### config.mk
export PLATFORM = sky130hd
export DESIGN_NAME = vline_buffer
export DESIGN_NICKNAME = d
export VERILOG_FILES = /design/src/rtl/vline_buffer.sv
export SDC_FILE = /design/constraint.sdc
export NUM_CORES = 2
export LEC_CHECK = 0
export ABC_AREA = 1
export CAP_MARGIN = 20
export CORE_MARGIN = 8
export CORE_UTILIZATION = 63
export DETAILED_ROUTE_END_ITERATION = 10
export PLACE_DENSITY = 0.79
export SETUP_SLACK_MARGIN = 0.05
export SYNTH_ARGS = -nofsm -noshare
export SYNTH_HDL_FRONTEND = slang
export SYNTH_SLANG_ARGS = --single-unit
### constraint.sdc
create_clock -name Clk -period 3.1 [get_ports Clk]
set_input_delay 0.62 -clock Clk [delete_from_list [all_inputs] [get_ports Clk]]
set_output_delay 0.62 -clock Clk [all_outputs]
set_load 0.005 [all_outputs]
### src/rtl/vline_buffer.sv
// vline_buffer: ping-pong scanline buffer, fetcher fills the back bank while the front bank is scanned out.
// Optional macro VLINE_BUFFER_UNDERRUN_COUNT_EN adds a saturating UnderrunCount output.
module vline_buffer #(
  parameter int AWIDTH = 8,
  parameter int BPP    = 6,
  parameter int PSIZE  = 160
) (
  input  logic              Clk,
  input  logic              Reset,
  input  logic              Blank,
  input  logic [AWIDTH-1:0] ReadAddress,
  input  logic              LineEnd,
  input  logic [BPP-1:0]    DataIn,
  input  logic              DataValid,
  output logic              DataReady,
  output logic [BPP-1:0]    VideoOut,
`ifdef VLINE_BUFFER_UNDERRUN_COUNT_EN
  output logic [7:0]        UnderrunCount,
`endif
  output logic              Underrun
);
  typedef enum logic {FILL, FULL} state_t;
  state_t state, state_nx;
  logic front_sel;
  logic [AWIDTH-1:0] wr_ptr;
  logic [BPP-1:0] mem [2][PSIZE];
  logic xfer, last, swap, in_range;
  always_comb begin
    xfer = DataValid && DataReady;
    last = xfer && wr_ptr == AWIDTH'(PSIZE - 1);
    swap = LineEnd && (state == FULL || last);
    in_range = {1'b0, ReadAddress} < (AWIDTH + 1)'(PSIZE);
  end
  always_ff @(posedge Clk)
    state <= Reset ? FILL : state_nx;
  // a final transfer coinciding with LineEnd swaps immediately, so FULL is skipped
  always_comb
    state_nx = (state == FULL) ? (LineEnd ? FILL : FULL) : ((last && !LineEnd) ? FULL : FILL);
  always_comb
    DataReady = state == FILL && !Reset;
  always_ff @(posedge Clk)
    if (xfer) mem[!front_sel][wr_ptr] <= DataIn;
  always_ff @(posedge Clk) begin
    if (Reset) begin
      front_sel <= 1'b0;
      wr_ptr    <= '0;
      Underrun  <= 1'b0;
      VideoOut  <= '0;
    end else begin
      if (xfer) wr_ptr <= last ? '0 : wr_ptr + 1'b1;
      if (swap) front_sel <= !front_sel;
      Underrun <= LineEnd && !swap;
      VideoOut <= (Blank || !in_range) ? '0 : mem[front_sel][ReadAddress];
    end
  end
`ifdef VLINE_BUFFER_UNDERRUN_COUNT_EN
  always_ff @(posedge Clk)
    if (Reset) UnderrunCount <= '0;
    else if (Underrun && UnderrunCount != 8'hff) UnderrunCount <= UnderrunCount + 8'd1;
`endif
endmodule

# Yosys cells after proc, flatten, opt, wreduce, memory -nomap -nowiden
# Memory sizes are Yosys's and may differ from the RTL's. A register that Yosys moved wholly into a read port is not among the register bits.
# Cells that the tools add are included.
totals:
  ff_bits: 17
  ramBits: 1920
  output_inout_bits: 8
  memories: 1
op_classes:
  add_sub_neg: 1
  n_lt_le_gt_ge: 4
  n_eq_ne: 1
  mux: 13
  bitwise: 3
  n_reduce_logical: 15
mem_list:
  columns: ["memory", "words", "word_bits", "rd", "rd_ports_with_merged_regs", "write_ports", "line_no", "rtl"]
  rows:
  - ["mem", 2, 960, 1, 1, 1, "26", "logic [BPP-1:0] mem [2][PSIZE];"]
ops:
  columns: ["operator", "count"]
  rows:
  - ["$mux W960", 1]
  - ["$bmux W6 S8", 1]
  - ["$demux W6 S8", 1]
  - ["$ge A9 B9 Y1 const B", 2]
  - ["$mux W6", 3]
  - ["$not A8 Y9", 2]
  - ["$lt A9 B1 Y1 const B", 1]
  - ["$add A8 B1 Y8 const B", 1]
  - ["$eq A8 B8 Y1 const B", 1]
  - ["$lt A8 B8 Y1 const B", 1]
  - ["$mux W8", 1]
  - ["$logic_and A1 B1 Y1", 7]
  - ["$mux W1", 6]
  - ["$logic_not A1 Y1", 5]
  - ["$logic_or A1 B1 Y1", 2]
  - ["$reduce_or A2 Y1", 1]
  - ["$not A1 Y1", 1]

# Logic depth before layout (Yosys ltp)
depth:
  ltp_word: 8
  depth_mapped: 19

# Worst setup path before layout
# No wires, ideal clock.
synth_path:
  kind: "input port to flip-flop"
  from: "input port Reset"
  to: "memory mem[0][294] (netlist bit) (enable)"
  arrival_ns: 2.230
  t_required_ns: 2.723
  path_slack_ns: 0.493
  path_stages: 7
  cell_sequence: "buf_2 nor2_2 nand2_1 nor3_1 nand2_1 clkbuf_1 nor3_1"
synth_via:
  elab_chain_cells: 5
synth_rtl:
  columns: ["element", "line_no", "rtl"]
  rows:
  - ["from (decl)", "9", "input logic Reset,"]
  - ["$logic_not A1 Y1", "40", "DataReady = state == FILL && !Reset;"]
  - ["$logic_and A1 B1 Y1", "40", null]
  - ["named net DataReady", "15", "output logic DataReady,"]
  - ["$logic_and A1 B1 Y1", "29", "xfer = DataValid && DataReady;"]
  - ["$mux W1", "42", "if (xfer) mem[!front_sel][wr_ptr] <= DataIn;"]
  - ["$mux W960 (not written as such)", "42", null]
  - ["to (decl)", "26", null]
# The timed path passes the listed nets, and every way through them passes these cells.

==> results_dict.tcl <==
set metrics [dict create \
    grt_max_degree 115 \
    final_common_cell "edfxtp_1" \
    synth_seq_cells 1938 \
    grt_pass1_vias 54329 \
    drive_gt1_share_pct 11.2 \
    die_h_um 372 \
    end_kind "flip-flop" \
    peakVddDrop_mv 0.608 \
    swShare_pct 21.5 \
    io_buffers 26 \
    start_util_pct 63.5 \
    overflow 0 \
    cp_max_fo 63 \
    fin_worst_skew_ns 0.0333 \
    gp_congestion 0.921 \
    holdWs_ns 0.169 \
    max_freq_mhz 348 \
    cts_tree "built" \
    cellPowerDensity_nw_per_um2 583 \
    wire_per_inst_um 24.0 \
    combPwrFrac_pct 4.2 \
    dieArea_um2 138000 \
    cts_buffer_depth 3 \
    drv_cap 0 \
    grt_usage_pct 30.1 \
    top_level_ports 27 \
    postCtsSetupBuffers 0 \
    p_leak_nw 31.9 \
    synth-seq-area-share_pct 72.6 \
    pwr-share-seq_pct 54.7 \
    rsz0062_at_grt "no" \
    dr.pass1.iters 9 \
    power.internal_mw 41.3 \
    cts_sinks 1938 \
    fin_tns_setup_ns 0 \
    clk_pin_slew_worst_paths_ns 0.06 \
    slew_headroom_pct 35.5 \
    cts-buffers-inserted 185 \
    clockRootBuffer "clkbuf_16" \
    drv_slew 0 \
    grt_pass1_wl_um 317000 \
    syn-cell-area_um2 79900 \
    htreeDepth 4 \
    syn_inst 6726 \
    chipWidth_um 372 \
    cts-hold-fix-buffers 0 \
    via_per_inst 6.36 \
    setup_viol 0 \
    antenna_found_initial 9 \
    syn_nets 6749 \
    clk_latency_ns 0.83 \
    via_count 55708 \
    layout.cells.most_common_list "1920 x edfxtp_1, 1907 x nand2_1, 1445 x nand3_1" \
    clock_power_share_pct 41.0 \
    worstMarginPinSlew_ns 0.967 \
    drt_iter0_markers 8501 \
    postRouteAntennaNets 0 \
    ys_types 29 \
    hp-class "in -> reg" \
    ys.warnings.count 0 \
    core_um2 126000 \
    p_total_mw 52.6 \
    status "finished, final reports clean" \
    required_ns 3.84 \
    layout.nets 6985 \
    period_minus_slack_ns 2.87 \
    arrival_ns 3.61 \
    worstSetupStartpointType "flip-flop" \
    drc_errors 0 \
    switchingPower_mw 11.3 \
    worstSetupPathType "reg -> reg" \
    fillers 7785 \
    routed_wl_um 210000 \
    area_delta_synth_final_pct 13.1 \
    cts-resized-gates 0 \
    num_rows 130 \
    syn_area_per_cell_um2 11.9 \
    period_share_pct 92.6 \
    hold_viol_final 0 \
    hpwl_um 122000 \
]
-- kinds of logic after synthesis --
family	count (synthesis)	synth area share, %
adder cells (fa/ha/maj)	4	0.0627
buffers and inverters	555	3.72
AND/OR/NAND/NOR	3909	21.1
XOR/XNOR	2	0.0219
flip-flops	1938	72.6
AO/OA/AOI/OAI	318	2.42
-- synthesized netlist by cell type (all sizes together) --
cell	count	area [µm²]
o211ai	7	52.6
o22ai	15	93.8
buf	329	2120
a2111oi	2	17.5
nor3b	2	15.0
nor3	299	1500
o21ai	202	1010
clkbuf	184	691
nand3	1448	7250
edfxtp	1920	57700
a21oi	12	60.1
ha	4	50.1
dfxtp	18	360
nor2	253	962
inv	40	153
nand2	1907	7160
clkinv	2	7.51
xnor2	1	8.76
xor2	1	8.76
o221ai	80	701
-- worst max-delay path, cell delays in order (launching register included) --
cell and delay [ns]:
dfxtp_4 0.54, buf_4 0.58, nand2_1 0.14, nand3_1 0.12, nand3_1 0.10, nand3_1 0.12
nand3_1 0.13, nand2_1 0.12, nand2_1 0.10, nand3_1 0.17, nand3_1 0.22, nand2_1 0.16
nand2_1 0.07, a21oi_1 0.16
-- power by group through the flow --
stage / clock [mW] / combinational (mW) / sequential, mW
after floorplan: 0 / 0.957 / 29.4
after global routing: 22.7 / 2.34 / 28.8
after global placement: 0 / 2.10 / 29.4
after detailed placement: 0 / 2.15 / 29.4
final: 21.6 / 2.23 / 28.8
after CTS: 21.7 / 2.17 / 28.8
-- area by class of cell --
class	count	area, µm²	share of cell area (%)
well taps	1650	2060	2.29
flip-flops and latches	1938	58000	64.2
diodes	2	5.00	0.00554
clock inverters	92	883	0.978
inverters	42	196	0.217
multi-input cells	4233	18900	20.9
clock buffers	241	4850	5.37
repair buffers	562	5400	5.98
-- per-layer routing --
metal / track usage [%] / routed length (µm) / vias up
met4: 14.4 / 10000 / 8
met3: 7.43 / 26700 / 653
met1: 39.2 / 75100 / 26486
met2: 47.9 / 98600 / 3981
li1: - / - / 24580
met5: 0 / 56 / -
-- per-stage QoR --
step                      util (%)  worst slack, ns  std cells  cell area, µm²
after floorplan                  -            0.493       6726           79900
after global placement        67.3           0.0777       8425           84600
after detailed placement      67.3           0.0479       8425           84600
after CTS                     71.8            0.311       8758           90300
after global routing          71.8           0.0937       8758           90300
final                         71.8            0.230       8760           90300
-- state kept, by name, indices dropped and copies added, names as in the netlist, named ones only --
register and cells:
Underrun 1, VideoOut 6, front_sel 1, mem 1920, state 1, wr_ptr 8
-- worst paths after layout --
path	startpoint	endpoint	slack (ns)	cells past startpoint
worst max-delay path	flip-flop	VideoOut[4]	0.23	13
worst min-delay path	DataIn[2]	mem[1][368]	0.17	1
worst max register to register	flip-flop	VideoOut[4]	0.23	13
worst min register to register	wr_ptr[1]	wr_ptr[1]	0.56	2
Power figures use the tool's default switching activity.
